[src/rtl/adc_ram_frame_ctrl_pkg.sv]
// Shared definitions for the adc_ram single-frame capture controller.
// Holds the FSM state encoding, default geometry and a counter-width helper.
package adc_ram_frame_ctrl_pkg;

  // Default geometry: one frame fills the whole 8192 x 160 adc_ram.
  localparam int unsigned DEF_DWIDTH      = 160;
  localparam int unsigned DEF_AWIDTH      = 13;
  localparam int unsigned DEF_FRAME_WORDS = 8192;

  // Output FIFO depth; covers one cycle of read latency plus one stalled word.
  localparam int unsigned OFIFO_DEPTH = 2;

  typedef enum logic [1:0] {
    ST_IDLE  = 2'd0,
    ST_FILL  = 2'd1,
    ST_DRAIN = 2'd2
  } frame_state_e;

  // Counters must reach n itself (they park at FRAME_WORDS), so size for n+1 values.
  function automatic int unsigned cnt_width(input int unsigned n);
    return $clog2(n + 1);
  endfunction

endpackage

[src/rtl/adc_ram_frame_ofifo.sv]
// 2-entry synchronous FIFO holding drain words (data plus last flag).
// Ports:
//   clk, rst_n   : clock, synchronous active-low reset
//   i_push       : write i_push_data this cycle
//   i_push_data  : WIDTH-bit entry
//   i_pop        : consume head this cycle (ignored when empty)
//   o_head       : current head entry
//   o_count      : occupancy 0..2
module adc_ram_frame_ofifo
  import adc_ram_frame_ctrl_pkg::*;
#(
  parameter int unsigned WIDTH = DEF_DWIDTH + 1
) (
  input  logic             clk,
  input  logic             rst_n,
  input  logic             i_push,
  input  logic [WIDTH-1:0] i_push_data,
  input  logic             i_pop,
  output logic [WIDTH-1:0] o_head,
  output logic [1:0]       o_count
);

  localparam logic [1:0] FULL_CNT = 2'(OFIFO_DEPTH);

  logic [WIDTH-1:0] r_mem [OFIFO_DEPTH];
  logic             r_wptr;
  logic             r_rptr;
  logic [1:0]       r_count;
  logic             w_push;
  logic             w_pop;

  assign w_pop  = i_pop && (r_count != 2'd0);
  // A push into a full FIFO is only legal when the head leaves the same cycle.
  assign w_push = i_push && ((r_count != FULL_CNT) || w_pop);

  // Pointers, occupancy and storage; storage is cleared so the head reads zero after reset.
  always_ff @(posedge clk) begin
    if (!rst_n) begin
      r_wptr  <= 1'b0;
      r_rptr  <= 1'b0;
      r_count <= 2'd0;
      for (int i = 0; i < int'(OFIFO_DEPTH); i++) begin
        r_mem[i] <= '0;
      end
    end else begin
      if (w_push) begin
        r_mem[r_wptr] <= i_push_data;
        r_wptr        <= ~r_wptr;
      end
      if (w_pop) begin
        r_rptr <= ~r_rptr;
      end
      case ({w_push, w_pop})
        2'b10:   r_count <= r_count + 2'd1;
        2'b01:   r_count <= r_count - 2'd1;
        default: r_count <= r_count;
      endcase
    end
  end

  assign o_head  = r_mem[r_rptr];
  assign o_count = r_count;

endmodule

[src/rtl/adc_ram_frame_ctrl.sv]
// Sequences one adc_ram as a single-frame capture buffer: fills FRAME_WORDS
// words from the ADC packer, then drains them in address order on a
// valid/ready stream toward the matrix engine. Owns both RAM ports.
// Ports:
//   clk, rst_n             : clock, synchronous active-low reset
//   start                  : arm one frame capture (IDLE only)
//   in_valid, in_data      : write-side word stream, no backpressure
//   ram_wen/waddr/wdat     : adc_ram write port (driven in FILL only)
//   ram_raddr, ram_rdat    : adc_ram read port, one cycle read latency
//   out_valid/ready/data   : drain stream
//   out_last               : marks final word of the frame
//   busy                   : FILL or DRAIN
//   done                   : one-cycle pulse after the last word is accepted
//   overflow               : sticky flag for words arriving outside FILL
module adc_ram_frame_ctrl
  import adc_ram_frame_ctrl_pkg::*;
#(
  parameter int unsigned DWIDTH      = DEF_DWIDTH,
  parameter int unsigned AWIDTH      = DEF_AWIDTH,
  parameter int unsigned FRAME_WORDS = DEF_FRAME_WORDS
) (
  input  logic              clk,
  input  logic              rst_n,
  input  logic              start,
  input  logic              in_valid,
  input  logic [DWIDTH-1:0] in_data,
  output logic              ram_wen,
  output logic [AWIDTH-1:0] ram_waddr,
  output logic [DWIDTH-1:0] ram_wdat,
  output logic [AWIDTH-1:0] ram_raddr,
  input  logic [DWIDTH-1:0] ram_rdat,
  output logic              out_valid,
  input  logic              out_ready,
  output logic [DWIDTH-1:0] out_data,
  output logic              out_last,
  output logic              busy,
  output logic              done,
  output logic              overflow
);

  localparam int unsigned CW       = cnt_width(FRAME_WORDS);
  localparam logic [CW-1:0] LAST_IDX = CW'(FRAME_WORDS - 1);
  localparam logic [CW-1:0] END_CNT  = CW'(FRAME_WORDS);

  frame_state_e     r_state;
  frame_state_e     w_state_nxt;
  logic [CW-1:0]    r_wcnt;
  logic [CW-1:0]    r_rcnt;
  logic             r_inflight;
  logic             r_inflight_last;
  logic             r_overflow;
  logic             r_busy;
  logic             r_done;

  logic             w_start_acc;
  logic             w_wr_acc;
  logic             w_issue;
  logic             w_pop;
  logic             w_last_pop;
  logic [2:0]       w_occ;
  logic [1:0]       w_fcnt;
  logic [DWIDTH:0]  w_head;

  // Event decode shared by FSM and datapath.
  assign w_start_acc = (r_state == ST_IDLE) && start;
  assign w_wr_acc    = (r_state == ST_FILL) && in_valid && (r_wcnt < END_CNT);
  assign w_pop       = out_valid && out_ready;
  assign w_last_pop  = w_pop && w_head[DWIDTH];

  // Words already committed to the FIFO after this cycle's pop; stay below depth.
  assign w_occ   = 3'(w_fcnt) + 3'(r_inflight) - 3'(w_pop);
  assign w_issue = (r_state == ST_DRAIN) && (r_rcnt < END_CNT) &&
                   (w_occ < 3'(OFIFO_DEPTH));

  // FSM state register.
  always_ff @(posedge clk) begin
    if (!rst_n) begin
      r_state <= ST_IDLE;
    end else begin
      r_state <= w_state_nxt;
    end
  end

  // FSM next state and combinational RAM write port.
  always_comb begin
    w_state_nxt = r_state;
    ram_wen     = 1'b0;
    ram_waddr   = AWIDTH'(r_wcnt);
    ram_wdat    = in_data;
    unique case (r_state)
      ST_IDLE: begin
        if (start) begin
          w_state_nxt = ST_FILL;
        end
      end
      ST_FILL: begin
        ram_wen = w_wr_acc;
        if (w_wr_acc && (r_wcnt == LAST_IDX)) begin
          w_state_nxt = ST_DRAIN;
        end
      end
      ST_DRAIN: begin
        if (w_last_pop) begin
          w_state_nxt = ST_IDLE;
        end
      end
      default: begin
        w_state_nxt = ST_IDLE;
      end
    endcase
  end

  // Counters, read pipeline tracking and status flags.
  always_ff @(posedge clk) begin
    if (!rst_n) begin
      r_wcnt          <= '0;
      r_rcnt          <= '0;
      r_inflight      <= 1'b0;
      r_inflight_last <= 1'b0;
      r_overflow      <= 1'b0;
      r_busy          <= 1'b0;
      r_done          <= 1'b0;
    end else begin
      r_busy          <= (w_state_nxt != ST_IDLE);
      r_done          <= w_last_pop;
      r_inflight      <= w_issue;
      r_inflight_last <= w_issue && (r_rcnt == LAST_IDX);

      if (w_start_acc) begin
        r_wcnt <= '0;
        r_rcnt <= '0;
      end else begin
        if (w_wr_acc) begin
          r_wcnt <= r_wcnt + CW'(1);
        end
        if (w_issue) begin
          r_rcnt <= r_rcnt + CW'(1);
        end
      end

      // A word arriving together with start is still dropped, so its flag wins over the clear.
      if (w_start_acc) begin
        r_overflow <= in_valid;
      end else if (in_valid && (r_state != ST_FILL)) begin
        r_overflow <= 1'b1;
      end
    end
  end

  // Read data returning from the previous cycle's issue lands in the FIFO.
  adc_ram_frame_ofifo #(
    .WIDTH (DWIDTH + 1)
  ) u_ofifo (
    .clk         (clk),
    .rst_n       (rst_n),
    .i_push      (r_inflight),
    .i_push_data ({r_inflight_last, ram_rdat}),
    .i_pop       (w_pop),
    .o_head      (w_head),
    .o_count     (w_fcnt)
  );

  assign ram_raddr = AWIDTH'(r_rcnt);
  assign out_valid = (w_fcnt != 2'd0);
  assign out_data  = w_head[DWIDTH-1:0];
  assign out_last  = out_valid && w_head[DWIDTH];
  assign busy      = r_busy;
  assign done      = r_done;
  assign overflow  = r_overflow;

endmodule

[config.mk]
export PLATFORM = sky130hd
export DESIGN_NAME = adc_ram_frame_ctrl
export DESIGN_NICKNAME = d
export VERILOG_FILES = /design/src/rtl/adc_ram_frame_ctrl_pkg.sv /design/src/rtl/adc_ram_frame_ofifo.sv /design/src/rtl/adc_ram_frame_ctrl.sv
export SDC_FILE = /design/constraint.sdc
export NUM_CORES = 1
export LEC_CHECK = 0
export BUFFER_PORTS_ARGS = -buffer_cell sky130_fd_sc_hd__buf_4
export CORE_AREA = 2 2 263 265
export DETAILED_ROUTE_END_ITERATION = 10
export DIE_AREA = 0 0 265 267
export GPL_TIMING_DRIVEN = 0
export PLACE_DENSITY = 0.51
export SYNTH_ARGS = -nofsm -noshare
export SYNTH_HDL_FRONTEND = slang
export SYNTH_SLANG_ARGS = --single-unit
[constraint.sdc]
create_clock -name clk -period 23.4 [get_ports clk]
set_input_delay 7.02 -clock clk [delete_from_list [all_inputs] [get_ports clk]]
set_output_delay 7.02 -clock clk [all_outputs]
set_load 0.02 [all_outputs]
After elaboration in Yosys (flattened, before gate mapping)
Memory sizes are Yosys's and may differ from the RTL's. A register that Yosys moved wholly into a read port is not among the register bits.
Cells that the tools add are included.
- flip-flop bits (word level): 39
- memory bits (writable): 322
- input bits: 325
- output and inout bits: 352
- word-level logic and storage cells: 70
- memories: 1
- add/subtract/negate cells: 6
- magnitude comparators: 3
- equal/unequal tests: 8
- muxes and demuxes: 17
- bitwise logic cells: 3
- reduce and logical (&&, ||, !) cells: 21
- memory list (name ; depth ; bits a word ; read ports ; clocked after memory_dff ; write ports ; RTL line ; source):
    u_ofifo.r_mem ; 2 ; 161 ; 1 ; 1 ; 2 ; adc_ram_frame_ofifo.sv:25 ; logic [WIDTH-1:0] r_mem [OFIFO_DEPTH];
- operators by type and width (operator ; number):
    161-bit 2-to-1 mux ; 1
    161-bit OR reduction ; 1
    14-bit by 1-bit adder with 14-bit output (second input constant) ; 2
    14-bit by 13-bit == test with 1-bit output (second input constant) ; 2
    14-bit < comparator (second input constant) ; 2
    1-bit logical AND ; 13
    1-bit 2-to-1 mux ; 11
    2-bit nonzero test ; 4
    2-bit 2-to-1 mux ; 3
    2-bit case mux with 3 select lines ; 1
    2-bit by 1-bit == test with 1-bit output (second input constant) ; 2
    2-bit == test (second input constant) ; 2
    2-bit case mux with 2 select lines ; 1
    2-bit by 1-bit adder with 3-bit output ; 1
    3-bit by 2-bit < comparator with 1-bit output (second input constant) ; 1
    1-bit NOT ; 3
    3-bit by 1-bit subtractor with 3-bit output ; 1
    2-bit by 1-bit adder with 2-bit output (second input constant) ; 1
    2-bit zero test ; 1
    2-bit by 1-bit != test with 1-bit output (second input constant) ; 1
    2-bit != test (second input constant) ; 1
    2-bit OR reduction ; 1
    2-bit by 1-bit subtractor with 2-bit output (second input constant) ; 1
    1-bit logical OR ; 1

Depth between registers and ports, before layout
Gate-level depths: netlist (run 1).
- depth after elaboration: 10
- gate-level depth with buffers: 10
- mapped depth without buffers: 9

Cells and area by module
From an unflattened synthesis (run 1), not the netlist that was laid out.
- cell total of the unflattened synthesis: 1257
- area, all modules: 17174.0 µm²
- modules (own cells, without submodules) (module ; instances ; cells each ; area each (µm²) ; sequential area each (µm²)):
    adc_ram_frame_ofifo ; 1 ; 883 ; 14143.6 ; 9769.4
    adc_ram_frame_ctrl ; 1 ; 374 ; 3030.4 ; 700.7

Worst setup path after synthesis (run 1)
OpenSTA, ideal clock, no wires.
- path type: input -> register
- start: input out_ready
- end: memory u_ofifo.r_mem[0][0] (netlist bit) (enable)
- library setup time: 904 ps
- arrival: 18363 ps
- data required time: 22496 ps
- path slack: 4133 ps
- stages on the path: 2
- path buffers: 0
- cell sequence: o31ai_2 -> o21ai_0
- RTL lines (element ; RTL line ; source):
    start, declared ; adc_ram_frame_ctrl.sv:33 ; input logic out_ready,
    end, declared ; adc_ram_frame_ofifo.sv:25 ;

Worst setup path after layout (run 1)
- start: input in_valid
- end: output ram_wen
- word-level cells in the longest chain between the ends: 3
- ends and longest elaborated chain (element ; RTL line ; source):
    start, declared ; adc_ram_frame_ctrl.sv:25 ; input logic in_valid,
    1-bit logical AND (2 in series) ; adc_ram_frame_ctrl.sv:66 ; assign w_wr_acc = (r_state == ST_FILL) && in_valid && (r_wcnt < END_CNT);
    1-bit 2-to-1 mux ; adc_ram_frame_ctrl.sv:90 ; unique case (r_state)
    end, declared ; adc_ram_frame_ctrl.sv:27 ; output logic ram_wen,
Every way passes these cells.

==> results.txt, run 1 <==
----------------------------------------------------
[Yosys]
  FF+latch count, synth ... 362
  Top cells by area, synth ... sky130_fd_sc_hd__edfxtp_1 57%, sky130_fd_sc_hd__and2_1 12%, sky130_fd_sc_hd__mux2_2 11%
  Register area share after synthesis ... between 60% and 70%
  Post-Synthesis Net Count ... 1587
  Cell type with the highest aggregate area in the netlist ... sky130_fd_sc_hd__edfxtp_1
  Yosys warns ... 0
  Count of mapped cells out of synthesis ... 1258
  Library cells used by synthesis ... 44
  Synthesized area divided by synthesized cell count ... about 13 µm²
  Yosys top cell area share ... 57.1%
  Cell area after synthesis ... around 0.017 mm²

[Critical path]
  Critical Path RT ... about 16 ns
  Minimum setup slack among reg-to-reg paths ... 19.98 ns
  Max FO, Critical Path ... 10
  Data arrival time of the critical path ... between 7 and 8 ns
  Reg-to-reg critical path endpoint ... r_rcnt[12]
  Path type of the worst setup path ... in2out
  Type of origin of the critical path ... primary input
  Reg2Reg Launch Point ... u_ofifo.o_count[1]
  Endpoint class of the critical path ... output port
  Worst reg2reg path depth ... 10

[Drt]
  Final routed wirelength across all metal layers ... approximately 58 mm
  Routed length per placed instance ... 20.9 µm
  Post-detailed-route DRC marker count ... 0
  Routed vias/inst ... 4.19
  Drt pass-1 iters ... 4
  Detailed-routed wire length on met3 ... 4.26 mm
  ANT nets after route ... 0
  Detail Route met2 WL ... 29.8 mm
  Top layer reached by signal wires ... met5
  Total number of vias ... approximately 12000
  1st-iter DRT viols ... 612
  Met1 routed wirelength after detailed routing ... 22.6 mm

[STA]
  Count of final setup violators ... 0
  RSZ-0062 raised after global routing ... no
  Least-Margin Pin Slew ... 1.10 ns
  F_max ... 67.0 MHz
  Worst-case headroom to the max-slew limit ... 26.6%
  Final hold violation count ... 0
  Post-route fraction of the period consumed by the critical path ... 63.8%
  Max Slew Vio Count ... 0
  Worst Clk Skew ... 0.0122 ns
  Least setup slack across all paths after layout ... 8.48 ns
  Post-route minimum period ... 14.92 ns

[Placement]
  Setup slack at placement ... about 8.5 ns
  Count of input and output buffers ... 516
  Weighted congestion at the end of routability-driven global placement ... approximately 0.83
  Post-DP HPWL ... 44.7 mm
  Area after DPL ... 0.0223 mm²

[Outcome]
  Status ... completed

[Clock network]
  Setup Fix Bufs, Post-CTS ... 0
  Clk_lat worst skew ... between 0.5 and 0.6 ns
  Post-cts gate resize count ... 0
  H-tree level count ... 2
  Cts hold-fix bufs ... 0
  Clock Root Buffer ... sky130_fd_sc_hd__clkbuf_16
  Clock sink count ... 362
  Number of buffers created by CTS ... 42
  Max Buffers Root-to-Sink ... 3
  TritonCTS clock tree ... built
  Post-CTS clock slew at the launch and capture registers of the worst setup and hold paths ... roughly 0.06 ns

[Power]
  Clk network pwr share ... approximately two fifths
  Worst-case vdd ir drop ... 41.8 µV
  Fraction of power consumed by sequential logic ... about 47%
  Design internal power ... around 1200 µW
  Power per unit of standard cell area ... roughly 66 mW/mm²
  Net switching power of the design ... approximately 370 µW
  Post-layout power ... 1560 µW
  Switching Fraction ... 24.0%
  Gate power share ... 11.4%
  Leakage power summed over all cells ... 0.00950 µW

[Final layout]
  Most common library cell in the layout ignoring fill and taps ... sky130_fd_sc_hd__buf_4
  Non-Filler Cell Area, Final ... 0.0236 mm²
  Number of filler instances in the final layout ... 6839
  Fraction of layout cells with a size suffix above 1 ... ~51%
  Signed area change from the synthesized netlist to the final layout ... 39.3%
  Final #Nets ... about 2200
  Area occupied by multi-input gates ... between 0.004 and 0.005 mm²
  Most used cells in the layout excluding fill and tap cells ... 702 x sky130_fd_sc_hd__buf_4, 323 x sky130_fd_sc_hd__and2_1, 322 x sky130_fd_sc_hd__edfxtp_1
  Sequential standard cell area ... approximately 0.010 mm²

[Floorplan]
  Die extent in y ... about 270 µm
  Initial core utilization ... about a quarter
  Standard cell core area ... around 0.07 mm²
  Horiz. Die Dim ... between 200 and 300 µm
  Cell row count ... 96
  Number of top-level pins ... 677
  Overall die area ... 0.0708 mm²

[Job]
  Max-cap violation count ... 0

[Global route]
  Global-route wire length before repair ... 80.5 mm
  Global routing usage summed across all routing layers ... 15.5%
  Overflow after GRT ... 0
  Initial antenna violation count ... 8
  Vias in the first global route ... between 10000 and 15000
  Maximum number of pins on one net before global-route repair ... 26

[Min path]
  Hold path endpoint ... r_wcnt[13]
  Hold Path Cell Cnt ... 1
  Class of the tightest hold or removal check ... reg2reg
  Hold Crit Start ... r_wcnt[13]

----------------------------------------------------
[layout make-up]
type	instances	area share [%]
clock buffer	57	4.82
inverter	9	0.143
clock inverter	21	0.822
multi-input combinational	640	20.4
tap	882	4.68
buffer	247	6.99
sequential	362	44.4
timing repair buffer	531	17.7
antenna	1	0.0106
[power groups by stage]
stage / combinational, µW / sequential, µW / clock, µW
5_1_grt: 186 / 739 / 684
4_1_cts: 181 / 737 / 664
3_3_place_gp: 172 / 772 / 0
2_1_floorplan: 84.4 / 760 / 0
3_5_place_dp: 180 / 750 / 0
6_report: 177 / 736 / 642
[registers in the layout, indices dropped and copies added, names as in the netlist, named ones only]
register         flops
r_wcnt              14
u_ofifo.o_count      2
busy                 1
u_ofifo.r_wptr       1
overflow             1
u_ofifo.r_mem      322
r_inflight_last      1
r_rcnt              14
r_state              2
r_inflight           1
u_ofifo.r_rptr       1
done                 1
[stage by stage]
step | hold slack, ns | setup TNS [ns] | instances | utilization [%]
CTS | 0.464 | 0 | 2749 | 34.7
finish | 0.459 | 0 | 2750 | 34.7
global route | 0.496 | 0 | 2749 | 34.7
detailed placement | 0.451 | 0 | 2671 | 32.8
global placement | 0.448 | -1780.28 | 2656 | 32.3
floorplan | 0.433 | 0 | 1258 | -
[per-layer routing]
metal / vias up / track usage [%]
li1: 5339 / -
met1: 5692 / 18.1
met2: 397 / 28.0
met3: 68 / 5.07
met4: 16 / 2.86
met5: - / 0
[critical path, cell delays in order]
cell	delay, ns
sky130_fd_sc_hd__buf_4	0.09
sky130_fd_sc_hd__nand4bb_1	0.30
sky130_fd_sc_hd__inv_2	0.29
sky130_fd_sc_hd__buf_4	0.20
[synthesized netlist by cell type (all sizes together)]
| cell | count |
|---|---|
| mux2i | 2 |
| nand2 | 19 |
| nand4bb | 2 |
| o31ai | 4 |
| nand4 | 4 |
| or2b | 1 |
| clkbuf | 51 |
| or4 | 5 |
| mux2 | 160 |
| and3 | 1 |
| o21a | 3 |
| xnor2 | 12 |
| nor3b | 3 |
| or3 | 6 |
| and4 | 1 |
| ha | 3 |
| dfxtp | 40 |
| o21ai | 7 |
| edfxtp | 322 |
| or2 | 2 |
| fa | 1 |
| o211ai | 2 |
| nor3 | 9 |
| nor4 | 7 |
| nand2b | 4 |
| xor2 | 8 |
| buf | 196 |
| nor2 | 25 |
| a211oi | 2 |
| a21oi | 11 |
| and2 | 323 |
| o2111a | 1 |
| inv | 9 |
| nand3 | 11 |
| nor2b | 1 |
[cell families (layout without fill, tap and decap cells)]
group | after synthesis | after routing | synth area share, %
adder cells (fa/ha/maj) | 4 | 4 | 0.340
flip-flops | 362 | 362 | 61.8
AND/OR/NAND/NOR | 424 | 424 | 15.1
AO/OA/AOI/OAI | 30 | 30 | 1.11
XOR/XNOR | 20 | 20 | 1.03
multiplexers | 162 | 162 | 10.7
other | 0 | 1 | 0
buffers and inverters | 256 | 865 | 9.93
[how the worst max path moves through the flow]
stage / startpoint / to / slack [ns] / depth (start not counted)
floorplan: out_ready / u_ofifo.r_mem[0][0] / 4.13 / 2
global placement: out_ready / u_ofifo.r_mem[0][83] / -5.60 / 3
detailed placement: in_valid / ram_wen / 8.48 / 4
CTS: in_valid / ram_wen / 8.47 / 4
global route: in_valid / ram_wen / 8.38 / 4
finish: in_valid / ram_wen / 8.48 / 4
No activity file was read; power rests on OpenSTA's default activity.
==> run 2: changes to the inputs <==
--- a/config.mk
+++ b/config.mk
@@ -10,7 +10,7 @@
 export DETAILED_ROUTE_END_ITERATION = 10
 export DIE_AREA = 0 0 265 267
 export GPL_TIMING_DRIVEN = 0
-export PLACE_DENSITY = 0.51
+export PLACE_DENSITY = 0.52
 export SYNTH_ARGS = -nofsm -noshare
 export SYNTH_HDL_FRONTEND = slang
 export SYNTH_SLANG_ARGS = --single-unit
==> constraint.sdc (replaced) <==
create_clock -name clk -period 12.5 [get_ports clk]
set_input_delay 3.75 -clock clk [delete_from_list [all_inputs] [get_ports clk]]
set_output_delay 3.75 -clock clk [all_outputs]
set_load 0.02 [all_outputs]
==> results.txt, run 2 (synthesized netlist as in run 1, its figures left out) <==
----------------------------------------------------
[Outcome]
  Status ... completed (unchanged)

[STA]
  Post-route fraction of the period consumed by the critical path ... between 60 and 70%
  Final hold violation count ... 0 (unchanged)
  Least setup slack across all paths after layout ... 4.08 ns (was 8.48 ns)
  Max Slew Vio Count ... 0 (unchanged)
  Sum of negative setup slack ... 0 ns (unchanged)
  Least-Margin Pin Slew ... 1.03 ns (was 1.10 ns)
  RSZ-0062 raised after global routing ... no (unchanged)
  F_max ... 119 MHz
  Worst-case headroom to the max-slew limit ... 31.1% (was 26.6%)
  Post-route minimum period ... 8.42 ns
  Worst Clk Skew ... 0.0117 ns (was 0.0122 ns)
  Count of final setup violators ... 0 (unchanged)

[Final layout]
  Signed area change from the synthesized netlist to the final layout ... 39.7% (was 39.3%)
  Most common library cell in the layout ignoring fill and taps ... sky130_fd_sc_hd__buf_4 (unchanged)
  Final #Nets ... 2165 (was 2162)
  Number of flip-flops in the largest register ... 322 (unchanged)
  Post-route non-filler standard cell count ... 2757 (was 2750)
  Reg with most FFs ... u_ofifo.r_mem (unchanged)
  Most used cells in the layout excluding fill and tap cells ... 702 x sky130_fd_sc_hd__buf_4, 323 x sky130_fd_sc_hd__and2_1, 322 x sky130_fd_sc_hd__edfxtp_1 (unchanged)
  Top flop regs ... u_ofifo.r_mem x322, r_rcnt x14, r_wcnt x14 (unchanged)
  Fraction of layout cells with a size suffix above 1 ... 51.6% (was 51.3%)

[Clock network]
  Clock sink count ... 362 (unchanged)
  Clock Root Buffer ... sky130_fd_sc_hd__clkbuf_16 (unchanged)
  Post-cts gate resize count ... 0 (unchanged)
  Post-CTS clock slew at the launch and capture registers of the worst setup and hold paths ... 0.05 ns (was 0.06 ns)
  Max Buffers Root-to-Sink ... 3 (unchanged)
  Cts hold-fix bufs ... 0 (unchanged)
  TritonCTS clock tree ... built (unchanged)
  Number of buffers created by CTS ... 43 (was 42)
  H-tree level count ... 2 (unchanged)
  Setup Fix Bufs, Post-CTS ... 0 (unchanged)
  Clk_lat worst skew ... 0.56 ns (was 0.57 ns)

[Critical path]
  Path type of the worst setup path ... in2out (unchanged)
  Worst reg2reg path depth ... 10 (unchanged)
  Critical Path RT ... 8.75 ns (was 16.38 ns)
  Max FO, Critical Path ... 10 (unchanged)
  Minimum setup slack among reg-to-reg paths ... 9.22 ns (was 19.98 ns)
  Endpoint class of the critical path ... output port (unchanged)
  Type of origin of the critical path ... primary input (unchanged)
  Data arrival time of the critical path ... 4.67 ns (was 7.90 ns)

[Power]
  Worst-case vdd ir drop ... 79.8 µV (was 41.8 µV)
  Leakage power summed over all cells ... 0.00955 µW (was 0.00950 µW)
  Power per unit of standard cell area ... 123 mW/mm² (was 65.9 mW/mm²)
  Post-layout power ... 2900 µW (was 1560 µW)

[Placement]
  Total instance count after detailed placement ... 2673 (was 2671)
  Setup slack at placement ... 4.09 ns (was 8.48 ns)
  Weighted congestion at the end of routability-driven global placement ... 0.843 (was 0.826)
  Post-DP HPWL ... 44.2 mm (was 44.7 mm)
  Count of input and output buffers ... 516 (unchanged)

[Global route]
  Overflow after GRT ... 0 (unchanged)
  Global-route wire length before repair ... 79.2 mm (was 80.5 mm)
  Vias in the first global route ... 11882 (was 11854)
  Global routing usage summed across all routing layers ... 15.3% (was 15.5%)
  Maximum number of pins on one net before global-route repair ... 26 (unchanged)
  Initial antenna violation count ... 17 (was 8)

[Drt]
  Routed length per placed instance ... 20.6 µm (was 20.9 µm)
  ANT nets after route ... 0 (unchanged)
  Routed vias/inst ... 4.15 (was 4.19)
  Total number of vias ... 11454 (was 11512)
  Post-detailed-route DRC marker count ... 0 (unchanged)
  Final routed wirelength across all metal layers ... 56.8 mm (was 57.5 mm)
  Drt pass-1 iters ... 4 (unchanged)
  1st-iter DRT viols ... 450 (was 612)

[Floorplan]
  Overall die area ... 0.0708 mm² (unchanged)
  Initial core utilization ... 24.9% (unchanged)
  Standard cell core area ... 0.0680 mm² (unchanged)
  Die extent in y ... 267 µm (unchanged)
  Horiz. Die Dim ... 265 µm (unchanged)
  Cell row count ... 96 (unchanged)
  Number of top-level pins ... 677 (unchanged)

[Min path]
  Class of the tightest hold or removal check ... reg2reg (unchanged)
  Hold Path Cell Cnt ... 1 (unchanged)

[Job]
  Max-cap violation count ... 0 (unchanged)

----------------------------------------------------
==> run 2: worst paths after layout <==
check / startpoint / end
max: in_valid / ram_wen
min: r_wcnt[13] / r_wcnt[13]
max reg2reg: u_ofifo.o_count[1] / r_rcnt[12]
min reg2reg: r_wcnt[13] / r_wcnt[13]
==> run 2: power by group <==
group	switching, µW	internal (µW)	total [µW]
Sequential	12.6	1370	1380
Combinational	168	164	333
Clock	509	682	1190
==> run 2: final cells by class <==
cell class                      count  area [µm²]
Antenna cell                        5        12.5
Clock buffer                       54        1170
Buffer                            247        1650
Multi-Input combinational cell    640        4820
Clock inverter                     25         158
Tap cell                          882        1100
Timing Repair Buffer              533        4260
Inverter                            9        33.8
Fill cell                        6779       44300
Sequential cell                   362       10500
==> run 2: per-stage QoR <==
step	area, µm²	hold slack, ns	util, %
2_1_floorplan	16900	0.433	-
3_3_place_gp	21900	0.448	32.3
3_5_place_dp	22300	0.453	32.9
4_1_cts	23700	0.465	34.8
5_1_grt	23700	0.488	34.8
6_report	23700	0.459	34.8
==> run 2: metal layers <==
metal | part of all wire (%) | track usage (%)
met1 | 37 | 16.9
met2 | 51 | 26.7
met3 | 9.3 | 6.04
met4 | 2.8 | 5.31
met5 | 0.26 | 0
==> run 2: critical path, cell delays in order <==
cell                        delay, ns
sky130_fd_sc_hd__buf_4           0.11
sky130_fd_sc_hd__nand4bb_1       0.30
sky130_fd_sc_hd__inv_2           0.29
sky130_fd_sc_hd__buf_4           0.21
==> run 3: changes to the inputs <==
--- a/config.mk
+++ b/config.mk
@@ -10,7 +10,7 @@
 export DETAILED_ROUTE_END_ITERATION = 10
 export DIE_AREA = 0 0 265 267
 export GPL_TIMING_DRIVEN = 0
-export PLACE_DENSITY = 0.52
+export PLACE_DENSITY = 0.51
 export SYNTH_ARGS = -nofsm -noshare
 export SYNTH_HDL_FRONTEND = slang
 export SYNTH_SLANG_ARGS = --single-unit
==> constraint.sdc (replaced) <==
create_clock -name clk -period 7.8 [get_ports clk]
set_input_delay 2.34 -clock clk [delete_from_list [all_inputs] [get_ports clk]]
set_output_delay 2.34 -clock clk [all_outputs]
set_load 0.02 [all_outputs]
==> results.txt, run 3 (synthesized netlist as in run 1, its figures left out) <==
----------------------------------------------------
[Outcome]
  Status ... completed (unchanged)

[Final layout]
  Share of the core filled with cells ... 34.9% (was 34.8%)
  Number of filler instances in the final layout ... 6776 (was 6779)
  Top flop regs ... u_ofifo.r_mem x322, r_rcnt x14, r_wcnt x14 (unchanged)
  Reg with most FFs ... u_ofifo.r_mem (unchanged)
  Most common library cell in the layout ignoring fill and taps ... sky130_fd_sc_hd__buf_4 (unchanged)
  Final #Nets ... 2165 (unchanged)
  Post-route non-filler standard cell count ... 2755 (was 2757)
  Number of flip-flops in the largest register ... 322 (unchanged)
  Most used cells in the layout excluding fill and tap cells ... 702 x sky130_fd_sc_hd__buf_4, 323 x sky130_fd_sc_hd__and2_1, 322 x sky130_fd_sc_hd__edfxtp_1 (unchanged)
  Non-Filler Cell Area, Final ... 0.0237 mm² (about the same)
  Fraction of layout cells with a size suffix above 1 ... 51.5% (was 51.6%)
  Signed area change from the synthesized netlist to the final layout ... 40.1% (was 39.7%)

[Global route]
  Global routing usage summed across all routing layers ... 15.8% (was 15.3%)
  Global-route wire length before repair ... 81.0 mm (was 79.2 mm)
  Overflow after GRT ... 0 (unchanged)
  Maximum number of pins on one net before global-route repair ... 25 (was 26)
  Vias in the first global route ... 11855 (was 11882)
  Initial antenna violation count ... 13 (was 17)

[Floorplan]
  Standard cell core area ... 0.0680 mm² (unchanged)
  Horiz. Die Dim ... 265 µm (unchanged)
  Initial core utilization ... 24.9% (unchanged)
  Overall die area ... 0.0708 mm² (unchanged)
  Cell row count ... 96 (unchanged)
  Die extent in y ... 267 µm (unchanged)
  Number of top-level pins ... 677 (unchanged)

[STA]
  Worst-case headroom to the max-slew limit ... 25.5% (was 31.1%)
  Sum of negative setup slack ... 0 ns (unchanged)
  Final hold violation count ... 0 (unchanged)
  Post-route minimum period ... between 5 and 6 ns
  Least-Margin Pin Slew ... 1.12 ns (was 1.03 ns)
  Worst Clk Skew ... 0.0180 ns (was 0.0117 ns)
  Max Slew Vio Count ... 0 (unchanged)
  RSZ-0062 raised after global routing ... no (unchanged)
  Post-route fraction of the period consumed by the critical path ... 75.6%
  F_max ... approximately 170 MHz
  Count of final setup violators ... 0 (unchanged)

[Drt]
  Drt pass-1 iters ... 5 (was 4)
  1st-iter DRT viols ... 549 (was 450)
  Total number of vias ... 11520 (was 11454)
  Routed vias/inst ... 4.18 (was 4.15)
  Final routed wirelength across all metal layers ... 58.5 mm (was 56.8 mm)
  ANT nets after route ... 0 (unchanged)
  Post-detailed-route DRC marker count ... 0 (unchanged)
  Routed length per placed instance ... 21.2 µm (was 20.6 µm)

[Critical path]
  Critical Path RT ... 5.46 ns (was 8.75 ns)
  Type of origin of the critical path ... flop (was primary input)
  Minimum setup slack among reg-to-reg paths ... 4.44 ns (was 9.22 ns)
  Path type of the worst setup path ... reg2out (was in2out)
  Max FO, Critical Path ... 10 (unchanged)
  Endpoint class of the critical path ... output port (unchanged)
  Data arrival time of the critical path ... 3.56 ns (was 4.67 ns)

[Job]
  Max-cap violation count ... 0 (unchanged)

[Clock network]
  Clock sink count ... 362 (unchanged)
  H-tree level count ... 2 (unchanged)
  Clk_lat worst skew ... 0.57 ns (was 0.56 ns)
  Number of buffers created by CTS ... 43 (unchanged)
  Post-CTS clock slew at the launch and capture registers of the worst setup and hold paths ... 0.06 ns (was 0.05 ns)
  Clock Root Buffer ... sky130_fd_sc_hd__clkbuf_16 (unchanged)
  Cts hold-fix bufs ... 0 (unchanged)
  TritonCTS clock tree ... built (unchanged)
  Post-cts gate resize count ... 0 (unchanged)
  Max Buffers Root-to-Sink ... 3 (unchanged)
  Setup Fix Bufs, Post-CTS ... 0 (unchanged)

[Placement]
  Count of input and output buffers ... 516 (unchanged)
  Area after DPL ... 0.0223 mm² (about the same)
  Total instance count after detailed placement ... 2673 (unchanged)
  Weighted congestion at the end of routability-driven global placement ... 0.844 (was 0.843)
  Post-DP HPWL ... 45.9 mm (was 44.2 mm)

[Power]
  Switching Fraction ... 23.4% (was 23.8%)
  Fraction of power consumed by sequential logic ... 46.6% (was 47.5%)
  Worst-case vdd ir drop ... 123 µV (was 79.8 µV)
  Design internal power ... 3630 µW (was 2210 µW)
  Net switching power of the design ... 1110 µW (was 690 µW)
  Gate power share ... 11.3% (was 11.5%)
  Clk network pwr share ... 42.1% (was 41.0%)
  Leakage power summed over all cells ... 0.00959 µW (was 0.00955 µW)
  Power per unit of standard cell area ... 200 mW/mm² (was 123 mW/mm²)

[Min path]
  Class of the tightest hold or removal check ... reg2reg (unchanged)

----------------------------------------------------
## run 3: final timing paths
kind / from / to / depth (start not counted)
setup / recovery: flop / out_data[134] / 5
hold / removal: r_rcnt[13] / r_rcnt[13] / 2
setup reg to reg: u_ofifo.o_count[1] / r_rcnt[10] / 10
hold reg to reg: r_rcnt[13] / r_rcnt[13] / 2
## run 3: per-stage QoR
step / setup slack (ns) / hold WS, ns / total power, µW
finish: 1.90 / 0.470 / 4740
global placement: -8.65 / 0.452 / 2810
floorplan: -2.44 / 0.433 / 2520
CTS: 1.55 / 0.470 / 4830
detailed placement: 2.19 / 0.460 / 2800
global route: 1.57 / 0.500 / 4920
## run 3: cell type report
type / instances / area (µm²) / area share [%]
flip-flops and latches: 362 / 10500 / 44.1
multi-input cells: 640 / 4820 / 20.3
repair buffers: 533 / 4270 / 18.0
plain buffers: 247 / 1650 / 6.94
clock buffers: 55 / 1190 / 5.03
well taps: 882 / 1100 / 4.65
clock inverters: 25 / 203 / 0.854
inverters: 9 / 33.8 / 0.142
diodes: 2 / 5.00 / 0.0211
## run 3: critical path, stage by stage (launching register included)
cell and delay [ns]:
sky130_fd_sc_hd__dfxtp_1 0.30, sky130_fd_sc_hd__clkbuf_1 0.48, sky130_fd_sc_hd__clkbuf_1 0.89, sky130_fd_sc_hd__clkbuf_1 0.71, sky130_fd_sc_hd__mux2_2 0.42, sky130_fd_sc_hd__buf_4 0.17
## run 3: routing by layer
metal / up-vias / wire [µm] / global-route usage, %
met5: - / 138 / 0
met4: 22 / 914 / 3.19
met3: 78 / 5190 / 6.12
met2: 428 / 30500 / 28.6
met1: 5643 / 21800 / 17.5
li1: 5349 / - / -
## run 3: power by group through the flow
stage / Sequential (µW) / Clock (µW) / Combinational, µW
3_3_place_gp: 2290 / 0 / 519
3_5_place_dp: 2250 / 0 / 547
2_1_floorplan: 2270 / 0 / 253
5_1_grt: 2220 / 2140 / 566
6_report: 2210 / 2000 / 537
4_1_cts: 2210 / 2070 / 549
